$ cat src/rtl/noc_credit_sink.sv
// Receive end of a credit-based NoC link: FWFT FIFO with one credit pulse per popped flit.
// Optional destination-address check enabled by defining NOC_SINK_ADDR_CHECK_EN.
module noc_credit_sink #(
  parameter int DATA_W   = 32,
  parameter int DEPTH    = 4,
  parameter int ADDR_LSB = 0,
  parameter int ADDR_W   = 4,
  parameter int CNT_W    = $clog2(DEPTH + 1)
) (
  input  logic              clk,
  input  logic              rst,
  input  logic [DATA_W-1:0] flit_i,
  input  logic              valid_i,
  output logic              incr_o,
  output logic [DATA_W-1:0] data_o,
  output logic              valid_o,
  input  logic              ready_i,
  output logic [CNT_W-1:0]  count_o,
  output logic              overflow_o,
  input  logic [ADDR_W-1:0] myaddr_i,
  output logic              misroute_o
);

  localparam int PTR_W = (DEPTH > 1) ? $clog2(DEPTH) : 1;

  logic [DATA_W-1:0] r_mem [DEPTH];
  logic [PTR_W-1:0]  r_wrPtr;
  logic [PTR_W-1:0]  r_rdPtr;
  logic [CNT_W-1:0]  r_count;
  logic              r_incr;
  logic              r_overflow;

  logic w_empty;
  logic w_full;
  logic w_pop;
  logic w_push;
  logic w_drop;

  // A full FIFO still accepts a push when the head leaves in the same cycle.
  always_comb begin
    w_empty = (r_count == '0);
    w_full  = (r_count == CNT_W'(DEPTH));
    w_pop   = !w_empty && ready_i;
    w_push  = valid_i && (!w_full || w_pop);
    w_drop  = valid_i && w_full && !w_pop;
  end

  always_ff @(posedge clk or posedge rst) begin
    if (rst) begin
      for (int i = 0; i < DEPTH; i++) begin
        r_mem[i] <= '0;
      end
      r_wrPtr    <= '0;
      r_rdPtr    <= '0;
      r_count    <= '0;
      r_incr     <= 1'b0;
      r_overflow <= 1'b0;
    end else begin
      r_incr <= w_pop;
      if (w_drop) begin
        r_overflow <= 1'b1;
      end
      if (w_push) begin
        r_mem[r_wrPtr] <= flit_i;
        r_wrPtr <= (r_wrPtr == PTR_W'(DEPTH - 1)) ? '0 : r_wrPtr + 1'b1;
      end
      if (w_pop) begin
        r_rdPtr <= (r_rdPtr == PTR_W'(DEPTH - 1)) ? '0 : r_rdPtr + 1'b1;
      end
      case ({w_push, w_pop})
        2'b10:   r_count <= r_count + 1'b1;
        2'b01:   r_count <= r_count - 1'b1;
        default: r_count <= r_count;
      endcase
    end
  end

  assign incr_o     = r_incr;
  assign valid_o    = !w_empty;
  assign data_o     = w_empty ? '0 : r_mem[r_rdPtr];
  assign count_o    = r_count;
  assign overflow_o = r_overflow;

`ifdef NOC_SINK_ADDR_CHECK_EN
  logic r_misroute;

  // Misrouted flits are still stored and credited so the upstream counter stays in step.
  always_ff @(posedge clk or posedge rst) begin
    if (rst) begin
      r_misroute <= 1'b0;
    end else if (w_push && (flit_i[ADDR_LSB +: ADDR_W] != myaddr_i)) begin
      r_misroute <= 1'b1;
    end
  end

  assign misroute_o = r_misroute;
`else
  logic w_unusedAddr;

  assign w_unusedAddr = ^{myaddr_i, flit_i[ADDR_LSB +: ADDR_W]};
  assign misroute_o   = 1'b0;
`endif

endmodule

$ cat config.mk
export PLATFORM = sky130hd
export DESIGN_NAME = noc_credit_sink
export DESIGN_NICKNAME = d
export VERILOG_FILES = /design/src/rtl/noc_credit_sink.sv
export SDC_FILE = /design/constraint.sdc
export NUM_CORES = 1
export LEC_CHECK = 0
export CAP_MARGIN = 20
export CORE_MARGIN = 2
export CORE_UTILIZATION = 45
export CTS_CLUSTER_DIAMETER = 30
export DETAILED_ROUTE_END_ITERATION = 16
export GPL_TIMING_DRIVEN = 1
export PLACE_DENSITY = 0.66
export SLEW_MARGIN = 20
export SYNTH_ARGS = -nofsm -noshare
export SYNTH_HDL_FRONTEND = slang
export SYNTH_SLANG_ARGS = --single-unit
$ cat constraint.sdc
create_clock -name clk -period 3.7 [get_ports clk]
set_input_delay 0.37 -clock clk [delete_from_list [all_inputs] [get_ports clk]]
set_output_delay 0.37 -clock clk [all_outputs]
set_load 0.005 [all_outputs]
-- Word level (Yosys, flattened, before mapping)
Cells that the tools add are included.
- flip-flop bits (word level): 137
- output and inout port bits: 39
- word-level logic and storage cells: 44
- $add $sub $neg: 4
- magnitude comparators: 3
- eq/ne operators: 5
- muxes and demuxes: 10
- bitwise gates (word level): 2
- reduce and logical (&&, ||, !) cells: 11
- operators with widths (kind ; count):
    128-bit bitwise mux ; 1
    32-bit 2-to-1 mux ; 4
    32-bit binary-select mux with 2-bit select ; 1
    32-bit demux with 2-bit select ; 1
    2-bit equality test, second input constant ; 3
    3-bit >= comparator, second input constant ; 2
    2-bit NOT with 3-bit output ; 2
    3-bit one-hot mux with 2 select lines ; 1
    1-bit logical AND ; 5
    2-bit by 1-bit adder with 2-bit output, second input constant ; 2
    2-bit 2-to-1 mux ; 2
    3-bit by 1-bit adder with 3-bit output, second input constant ; 1
    3-bit equality test, second input constant ; 1
    1-bit logical NOT ; 3
    3-bit logical NOT ; 1
    3-bit by 1-bit less-than comparator with 1-bit output, second input constant ; 1
    3-bit by 1-bit subtractor with 3-bit output, second input constant ; 1
    2-bit by 1-bit equality test with 1-bit output, second input constant ; 1
    2-bit nonzero test ; 1
    1-bit logical OR ; 1

-- Longest topological paths before layout
Gate-level depths: netlist (run 1).
- depth after elaboration: 7
- gate-level depth with buffers: 8

-- Least setup slack after synthesis (run 1)
OpenSTA, ideal clock, no wires.
- path type: register to register
- start point: reg r_count[0] (netlist: count_o[0])
- end point: reg r_count[2] (netlist: count_o[2])
- setup time: 0.079 ns
- arrival time: 1.957 ns
- path slack: 1.664 ns
- stages on the path, launching flop included: 9
- buffers on the path: 0
- clock period less this slack: 2.036 ns
- cell sequence: dfrtp_1 > nor4b_4 > nand2b_1 > ha_1 > inv_1 > fa_1 > xor2_1 > nor2_1 > xor2_1
- word-level cells in the longest chain between the ends: 7
- elaborated cells between the ends (all ways): 13
- those cells by class: add/sub: 2; eq/ne: 3; mux: 1; reduce/logical: 7
- ends and longest elaborated chain (item ; RTL line ; RTL):
    from (decl) ; 29 ; logic [CNT_W-1:0] r_count;
    from (signal assigned) ; 71 ; 2'b10: r_count <= r_count + 1'b1;
    from (signal assigned) ; 72 ; 2'b01: r_count <= r_count - 1'b1;
    from (signal assigned) ; 73 ; default: r_count <= r_count;
    3-bit logical NOT ; 41 ; w_empty = (r_count == '0);
    1-bit logical NOT ; 43 ; w_pop = !w_empty && ready_i;
    1-bit logical AND ; 43 ;
    1-bit logical OR ; 44 ; w_push = valid_i && (!w_full || w_pop);
    1-bit logical AND ; 44 ;
    2-bit by 1-bit equality test with 1-bit output or 2-bit equality test (tied branches) ; 70 ; case ({w_push, w_pop})
    3-bit one-hot mux with 2 select lines or 2-bit nonzero test (tied branches) ; - ;
Several ways; a longest one is shown, not always the timed one.
A chain may end at the register's enable or synchronous reset.

-- Final worst setup path (run 1)
- start point: reg r_rdPtr[0]
- end point: out data_o[31]
- word-level cells in the longest chain between the ends: 5
- ends and longest elaborated chain (item ; RTL line ; RTL):
    from (decl) ; 28 ; logic [PTR_W-1:0] r_rdPtr;
    from (signal assigned) ; 68 ; r_rdPtr <= (r_rdPtr == PTR_W'(DEPTH - 1)) ? '0 : r_rdPtr + 1'b1;
    2-bit NOT with 3-bit output (implied by the code) ; 80 ; assign data_o = w_empty ? '0 : r_mem[r_rdPtr];
    32-bit binary-select mux with 2-bit select ; 80 ;
    32-bit 2-to-1 mux (implied by the code) (2 in series) ; 80 ;
    32-bit 2-to-1 mux ; 80 ;
    to (decl) ; 15 ; output logic [DATA_W-1:0] data_o,
No other way between the ends. The select of a mux whose other input is x is not followed.

==> results.toml, run 1 <==
[critical_path]
critical_path_required_ns = 3.33
cp.arrival_ns = 2.51
cp-end-kind = "output port"
crit_type = "flop to output port"
cp-start-kind = "flop"
slowest_stage = "dfrtp_2"
crit_fanout = 22
crit_chain = "buf_12 -> mux4_2 -> and2_1 -> clkdlybuf4s50_1"
slowest_delay_ns = 0.65

[outcome]
outcome = "completed"

[clock_network]
cts-root-buf = "clkbuf_16"
cts_resized = 0
cts_sinks = 137
clk_latency_ns = 0.41
postCtsHoldBufs = 0
cts_tree = "yes"
cts_buffers = 17
h-tree-depth = 4
cts_setup_buffers = 0
cts.clk_slew.worst_paths_ns = 0.06
cts.path.max_buffers = 2

[synth]
yosys_register_bits = 137
ys_seq_area_share_pct = 54.6
synth_most_common_cell = "dfrtp_1"
synthDistinctLibCells = 21
yosysWarnings = 0
synth_area_per_cell_um2 = 16.1
yosys-top-cells-count = "dfrtp_1 (137), mux2_2 (132), and2_1 (33)"
synth_nets = 438
synthArstFlopShare_pct = 100
synth_edf_count = 0
synth.area.top_cells = "dfrtp_1 (55%), mux2_2 (24%), mux4_2 (11%), and2_1 (3.3%), buf_6 (2.2%)"
synth.top_cell.area_share_pct = 54.6
ys.flop_type = "dfrtp_1"
synthCells = 391
syn_area_mm2 = 0.00628
yosysTopAreaCell = "dfrtp_1"

[global_route]
grt_usage_pct = 18.0
grt-ovfl-total = 0
grt_pass1_vias = 3765
grt_max_degree = 116
antenna_found_initial = 0
grt_first_pass_wirelength_mm = 19.9

[timing]
fmax_mhz = 347
hold_violations = 0
finalSetupTns_ns = 0
setup_violations = 0
finClkSkew_ns = 0.00543
drv_slew = 0
rsz0062_at_grt = "false"
worst_pin_slew_ns = 0.924
slew_headroom_pct = 38.4
fin_crit_sh_pct = 77.9
finalCriticalPeriod_ns = 2.88

[drt]
wl_per_cell_um = 18.6
first_pass_iters = 4
vias_per_cell = 5.36
drtIter0Drc = 177
routed_wl_mm = 12.2
drc_errors = 0
antenna_left = 0
vias = 3515

[run]
drv_cap = 0

[place]
dpl_cell_area_mm2 = 0.00716
gp_congestion = 0.692
portBuffers = 73
hpwl_mm = 6.98

[final_layout]
n_antenna_cell = 0
seqCellArea_mm2 = 0.00343
drive_above_1_share_pct = 43.3
area_growth_pct = 22.5
fin_nets = 514
final_area_mm2 = 0.00769
nFillCells = 1146
multi_input_area_mm2 = 0.00266
finish.utilization_pct = 55.9

[floorplanning]
pin_count = 79
rows = 43
initial_core_util_pct = 45.6
dieHeight_um = 122
coreArea_mm2 = 0.0138
die-width_um = 122
fp.dieArea_mm2 = 0.0149

[power]
worst_ir_drop_vdd_mv = 0.416
powerDensity_mw_per_mm2 = 985
p_leak_nw = 3.14

[hold_path]
holdCritPathClass = "input pin to asynchronous set/reset pin"
==> cell families after synthesis <==
kind of cell / synth area share [%]
compound gates: 0.120
xor+xnor: 0.419
fa+ha+maj: 1.51
buf+inv: 3.43
flops: 54.6
mux: 35.3
other cells: 0.0597
simple gates: 4.52
==> area by class of cell <==
type	count	area share (%)
Inverter	6	0.342
Tap cell	180	2.93
Clock inverter	3	0.195
Timing Repair Buffer	81	10.6
Sequential cell	137	44.6
Multi-Input combinational cell	224	34.6
Clock buffer	25	6.70
==> per-layer routing <==
layer | routed length [um] | GRT usage [%] | vias to the layer above
met5 | 0 | 0 | -
met4 | 117 | 5.82 | 0
met3 | 552 | 5.76 | 8
met2 | 5780 | 28.0 | 71
met1 | 5770 | 24.1 | 1873
li1 | - | - | 1563
==> worst paths after layout <==
path	from	endpoint	slack (ns)	cells after the start
setup reg to reg	count_o[0]	count_o[2]	1.29	9
hold / removal	rst	r_mem[43]	0.35	2
hold reg to reg	overflow_o	overflow_o	0.45	1
min in group clk	overflow_o	overflow_o	0.45	1
max in group asynchronous	rst	r_rdPtr[0]	2.38	3
setup / recovery	r_rdPtr[0]	data_o[31]	0.82	4
==> cells in the final DEF, fill, tap and decap left out <==
| cell type | n |
|---|---|
| clkbuf_8 | 6 |
| or3_1 | 1 |
| nand2b_1 | 1 |
| mux4_2 | 32 |
| conb_1 | 1 |
| buf_4 | 6 |
| clkbuf_1 | 2 |
| dfrtp_1 | 135 |
| clkdlybuf4s50_1 | 73 |
| nor4b_4 | 1 |
| xor2_1 | 2 |
| buf_12 | 2 |
| clkinv_2 | 3 |
| mux2_2 | 132 |
| fa_1 | 1 |
| mux2i_1 | 1 |
| ha_1 | 6 |
| nor2_1 | 3 |
| clkbuf_16 | 17 |
| clkinvlp_4 | 1 |
| nor2_4 | 4 |
| a21o_1 | 1 |
| dfrtp_2 | 2 |
| nand2_1 | 4 |
| and2_1 | 33 |
| xnor2_1 | 1 |
| inv_1 | 5 |
==> registers in the layout, indices dropped and copies added, names as in the netlist <==
| signal | count |
|---|---|
| count_o | 3 |
| incr_o | 1 |
| overflow_o | 1 |
| r_mem | 128 |
| r_rdPtr | 2 |
| r_wrPtr | 2 |
==> worst max-delay path: cells and delay by family, from the launching register on <==
family        cells  cell delay [ns]
buf+inv           2             0.74
simple gates      1             0.18
flops             1             0.65
mux               1             0.52
==> per-stage QoR <==
| stage | power [W] | cells | hold WS (ns) | worst slack [ns] |
|---|---|---|---|---|
| 2_1_floorplan | 0.00482 | 391 | 0.451 | 1.62 |
| 3_3_place_gp | 0.00602 | 628 | 0.444 | 1.11 |
| 3_5_place_dp | 0.00612 | 628 | 0.443 | 1.11 |
| 4_1_cts | 0.00768 | 656 | 0.355 | 0.736 |
| 5_1_grt | 0.00808 | 656 | 0.396 | 0.640 |
| 6_report | 0.00758 | 656 | 0.353 | 0.816 |
==> where the power goes <==
part,switching [W],internal [W],total [W]
clock,0.000572,0.000944,0.00152
sequential,0.000505,0.00227,0.00278
combinational,0.00104,0.00225,0.00328
No activity file was read; power rests on OpenSTA's default activity.
==> run 2: changes to the inputs <==
==> constraint.sdc (replaced) <==
create_clock -name clk -period 2.55 [get_ports clk]
set_input_delay 0.255 -clock clk [delete_from_list [all_inputs] [get_ports clk]]
set_output_delay 0.255 -clock clk [all_outputs]
set_load 0.005 [all_outputs]
==> run 2 against run 1 <==
  * Combinational power is 55% higher
  * Critical path depth stayed put
  * Utilization is 0.90 points higher
  * Register-to-register slack worse by 0.80 ns
  * Design area is 1.6% higher
  * Cell count is 1.4% higher
  * Worst setup slack worse by 0.74 ns
  * Clock power is 47% higher
  * Hold slack better by 0.063 ns
  * Critical endpoint is now data_o[18]
  * Largest power group unchanged
==> results.toml, run 2 (synthesized netlist as in run 1, its figures left out) <==
[timing]
whs_ns = 0.416
finalSetupTns_ns = 0
slew_headroom_pct = 51.5
worst_pin_slew_ns = 0.728
hold_violations = 0
drv_slew = 0
setup_violations = 0
fin_crit_sh_pct = 97.1
fmax_mhz = 404
rsz0062_at_grt = "false"
finalCriticalPeriod_ns = 2.48
finClkSkew_ns = 0.00456

[final_layout]
drive_above_1_share_pct = 44.3
largest_reg_flops = 128
mostFrequentLayoutCell = "dfrtp_1"
mostFrequentLayoutCells = "dfrtp_1 (135), mux2_2 (132), clkdlybuf4s50_1 (73)"
area_growth_pct = 24.5
regMostFlops = "r_mem"
n_antenna_cell = 0
fin_nets = 520

[critical_path]
reg2regPathDepth = 8
cp-start-kind = "flop"
critical_path_required_ns = 2.30
crit_type = "flop to output port"
cp.buffers_inverters = 2
critPathTopFamily = "buffers and inverters"
worst-path-stages = 4
cp.arrival_ns = 2.22
worstReg2RegStart = "count_o[0]"
slowest_stage = "mux4_2"
crit_chain = "clkbuf_16 -> mux4_2 -> and2_1 -> clkdlybuf4s50_1"
reg2reg_to = "count_o[2]"
slowest_delay_ns = 0.52
r2r_slack_ns = 0.49
cp-endpoint = "data_o[18]"
cp-startpoint = "r_rdPtr[0]"
crit_fanout = 11
cp-end-kind = "output port"

[run]
drv_cap = 0

[power]
worst_ir_drop_vdd_mv = 0.609
powerDensity_mw_per_mm2 = 1430
p_leak_nw = 3.20

[hold_path]
holdCritPathClass = "input pin to asynchronous set/reset pin"

[drt]
antenna_left = 0
drc_errors = 0
routed_wl_mm = 12.3
wl_per_cell_um = 18.4
drtIter0Drc = 188
first_pass_iters = 6
vias_per_cell = 5.28
vias = 3513

[floorplanning]
die-width_um = 122
fp.dieArea_mm2 = 0.0149
pin_count = 79
initial_core_util_pct = 45.6
dieHeight_um = 122
coreArea_mm2 = 0.0138
rows = 43

[place]
hpwl_mm = 7.36
portBuffers = 73
gp_congestion = 0.662

[clock_network]
postCtsHoldBufs = 0
clk_latency_ns = 0.41
cts.path.max_buffers = 2
cts_sinks = 137
cts.clk_slew.worst_paths_ns = 0.06
h-tree-depth = 4
cts_tree = "yes"
cts-root-buf = "clkbuf_16"
cts_buffers = 17

[global_route]
grt_usage_pct = 18.1
grt_first_pass_wirelength_mm = 19.9
antenna_found_initial = 0
grt_max_degree = 138
grt-ovfl-total = 0
grt_pass1_vias = 3847

[outcome]
outcome = "completed"
run 2: worst reg2reg max path: stages (launching register included):
cell and delay [ns]:
dfrtp_1 0.45, nor4b_4 0.28, nand2b_1 0.20, ha_1 0.20, inv_1 0.06, fa_1 0.37
xor2_1 0.15, nor2_1 0.12, xor2_1 0.15
run 2: layer usage:
metal / track usage [%] / wire [um]
met5: 0 / 0
met3: 5.20 / 474
met4: 7.61 / 219
met1: 23.1 / 5540
met2: 29.1 / 6030
run 2: how the worst min path moves through the flow:
stage | from | endpoint | slack [ns] | depth (start not counted)
after floorplan | valid_i | overflow_o | 0.37 | 1
after global placement | overflow_o | overflow_o | 0.45 | 1
after detailed placement | overflow_o | overflow_o | 0.45 | 1
after CTS | rst | r_mem[112] | 0.45 | 3
after global routing | rst | r_mem[107] | 0.48 | 3
final | rst | r_mem[107] | 0.42 | 3
run 2: power by group:
part / leakage, nW / total, W / switching [W] / internal [W]
Clock: 0.272 / 0.00223 / 0.000858 / 0.00137
Combinational: 1.31 / 0.00507 / 0.00167 / 0.00340
Sequential: 1.62 / 0.00392 / 0.000617 / 0.00330
Total: 3.20 / 0.0112 / 0.00314 / 0.00807
run 2: metrics by stage:
step / area, um^2 / total power (W) / std cells / util, % / worst slack, ns
finish: 7820 / 0.0112 / 665 / 56.7 / 0.0734
global route: 7820 / 0.0120 / 665 / 56.7 / 0.00554
CTS: 7770 / 0.0113 / 664 / 56.4 / 0.0372
detailed placement: 7240 / 0.00901 / 633 / 52.5 / 0.235
global placement: 7240 / 0.00882 / 633 / 52.5 / 0.320
floorplan: 6280 / 0.00699 / 391 / - / 0.514
run 2: cell type report:
| type | count | area [um^2] |
|---|---|---|
| fillers | 1137 | 5960 |
| clock buffers | 21 | 460 |
| inverters | 6 | 26.3 |
| flip-flops and latches | 137 | 3430 |
| well taps | 180 | 225 |
| multi-input cells | 224 | 2660 |
| repair buffers | 87 | 932 |
| clock inverters | 10 | 77.6 |
run 2: what timing repair did:
item | CTS | global route
setup buffers | 0 | 0
gates resized for setup | 0 | 4
endpoints found under the setup margin | 0 | 7
==> run 3: changes to the inputs <==
--- a/config.mk
+++ b/config.mk
@@ -8,10 +8,12 @@
 export CAP_MARGIN = 20
 export CORE_MARGIN = 2
 export CORE_UTILIZATION = 45
+export CTS_BUF_LIST = sky130_fd_sc_hd__clkbuf_2 sky130_fd_sc_hd__clkbuf_4 sky130_fd_sc_hd__clkbuf_8
 export CTS_CLUSTER_DIAMETER = 30
 export DETAILED_ROUTE_END_ITERATION = 16
 export GPL_TIMING_DRIVEN = 1
 export PLACE_DENSITY = 0.66
+export REMOVE_ABC_BUFFERS = 1
 export SLEW_MARGIN = 20
 export SYNTH_ARGS = -nofsm -noshare
 export SYNTH_HDL_FRONTEND = slang
==> run 3 against run 2 <==
  * Sequential share of layout area is 0.31 points lower
  * Critical path depth rose by 1
  * Sequential power shrank 2%
  * Design area is 0.70% higher
  * Fmax rose by 0.19%
  * Clock power is 22% lower
  * Largest power group unchanged
  * Combinational power is 5.1% higher
  * Power is 2.3% lower
  * Flip-flop and latch count is the same
  * Largest cell class unchanged
  * Utilization grew 0.40 points
  * Hold slack worse by 0.13 ns
  * Worst setup slack improved by 0.0048 ns
==> results.toml, run 3 (synthesized netlist as in run 1, its figures left out) <==
[final_layout]
fin_nets = 531
largest_reg_flops = 128
final_area_mm2 = 0.00787
n_antenna_cell = 0
drive_above_1_share_pct = 46.7
area_growth_pct = 25.4
mostFrequentLayoutCells = "dfrtp_1 (135), mux2_2 (132), clkdlybuf4s50_1 (64)"
mostFrequentLayoutCell = "dfrtp_1"
regMostFlops = "r_mem"

[power]
clkPwrFrac_pct = 16.0
power.share.switching_pct = 28.8
pwr-share-seq_pct = 35.3
powerDensity_mw_per_mm2 = 1390
p_sw_w = 0.00316
worst_ir_drop_vdd_mv = 0.836
p_leak_nw = 3.31
pwr-share-comb_pct = 48.7
internal_power_w = 0.00779

[drt]
antenna_left = 0
first_pass_iters = 4
vias_per_cell = 5.30
routed_wl_mm = 12.7
drc_errors = 0
vias = 3590
wl_per_cell_um = 18.7
drtIter0Drc = 197

[timing]
hold_violations = 0
whs_ns = 0.289
fin_crit_sh_pct = 96.9
fmax_mhz = 405
drv_slew = 0
slew_headroom_pct = 54.9
finClkSkew_ns = 0.00787
setup_violations = 0
worst_pin_slew_ns = 0.676
finalCriticalPeriod_ns = 2.47

[clock_network]
h-tree-depth = 4
cts-root-buf = "clkbuf_8"
clk_latency_ns = 0.44
cts.path.max_buffers = 2
cts_sinks = 137
cts_tree = "yes"
cts_buffers = 17
cts.clk_slew.worst_paths_ns = 0.08

[global_route]
grt-ovfl-total = 0
grt_pass1_vias = 3902
antenna_found_initial = 0
grt_max_degree = 75
grt_usage_pct = 18.4
grt_first_pass_wirelength_mm = 20.5

[critical_path]
cp.arrival_ns = 2.22
crit_type = "flop to output port"
cp-start-kind = "flop"
cp-startpoint = "r_rdPtr[0]"
critical_path_required_ns = 2.30
cp-endpoint = "data_o[30]"
crit_fanout = 8
reg2regPathDepth = 8
cp-end-kind = "output port"
worstReg2RegStart = "count_o[0]"
r2r_slack_ns = 0.45
reg2reg_to = "count_o[2]"

[run]
drv_cap = 0

[floorplanning]
fp.dieArea_mm2 = 0.0149
initial_core_util_pct = 45.6
coreArea_mm2 = 0.0138
rows = 43
die-width_um = 122
pin_count = 79
dieHeight_um = 122

[place]
portBuffers = 73
hpwl_mm = 8.12
gp_congestion = 0.715
dpl_cell_area_mm2 = 0.00735

[outcome]
outcome = "completed"

[hold_path]
holdCritPathClass = "input pin to asynchronous set/reset pin"
[run 3: changes by cell type in the layout (fill, tap and decap cells not counted), moves of 2 or more]
cell and change:
and2_1 -3, and2_4 +3, buf_12 +5, buf_4 +5, clkbuf_1 -2, clkbuf_16 -16, clkbuf_8 +18, clkdlybuf4s50_1 -9
clkinv_2 -3, clkinvlp_4 +2, dlymetal6s2s_1 +9
[run 3: worst max-delay path, cell delays in order, from the launching register on]
cell,delay [ns]
dfrtp_2,0.39
buf_4,0.13
clkbuf_16,0.16
mux4_2,0.50
and2_1,0.18
clkdlybuf4s50_1,0.44
[run 3: per-stage QoR]
step	worst slack [ns]	instances	total power, W	util, %	TNS [ns]
after floorplan	-1.37	367	0.00684	-	-189.00
after global placement	0.287	639	0.00894	53.3	0
after detailed placement	0.218	639	0.00915	53.3	0
after CTS	0.00342	671	0.0110	56.3	0
after global routing	-0.0218	677	0.0117	57.1	-0.0466
final	0.0781	677	0.0110	57.1	0
[run 3: how the worst min path moves through the flow]
| stage | startpoint | end |
|---|---|---|
| 5_1_grt | rst | r_mem[16] |
| 3_3_place_gp | overflow_o | overflow_o |
| 4_1_cts | rst | r_mem[23] |
| 6_report | rst | r_mem[23] |
| 2_1_floorplan | valid_i | overflow_o |
| 3_5_place_dp | overflow_o | overflow_o |
[run 3: timing repair]
action,CTS,global route
gates resized for setup,2,11
setup endpoints to repair,2,28
setup buffers,0,4
hold buffers,0,0
gates cloned,0,2
pin swaps,0,0
[run 3: cell type report]
cell class	count	area (um^2)
Clock inverter	12	124
Sequential cell	137	3430
Tap cell	180	225
Fill cell	1126	5900
Clock buffer	20	275
Inverter	6	27.5
Timing Repair Buffer	98	1120
Multi-Input combinational cell	224	2670
[run 3: per-layer routing]
| layer | share of wire, % | global-route usage (%) | vias up |
|---|---|---|---|
| met5 | 0 | 0 | - |
| met4 | 1.2 | 5.53 | 0 |
| met3 | 4.0 | 5.52 | 11 |
| met2 | 48 | 29.3 | 72 |
| met1 | 46 | 24.5 | 1906 |
| li1 | - | - | 1601 |
[run 3: power groups by stage]
stage | registers [W] | logic, W | clock network (W)
after floorplan | 0.00388 | 0.00296 | 0
after global placement | 0.00383 | 0.00511 | 0
after detailed placement | 0.00391 | 0.00523 | 0
after CTS | 0.00388 | 0.00529 | 0.00181
after global routing | 0.00401 | 0.00578 | 0.00191
final | 0.00386 | 0.00533 | 0.00175
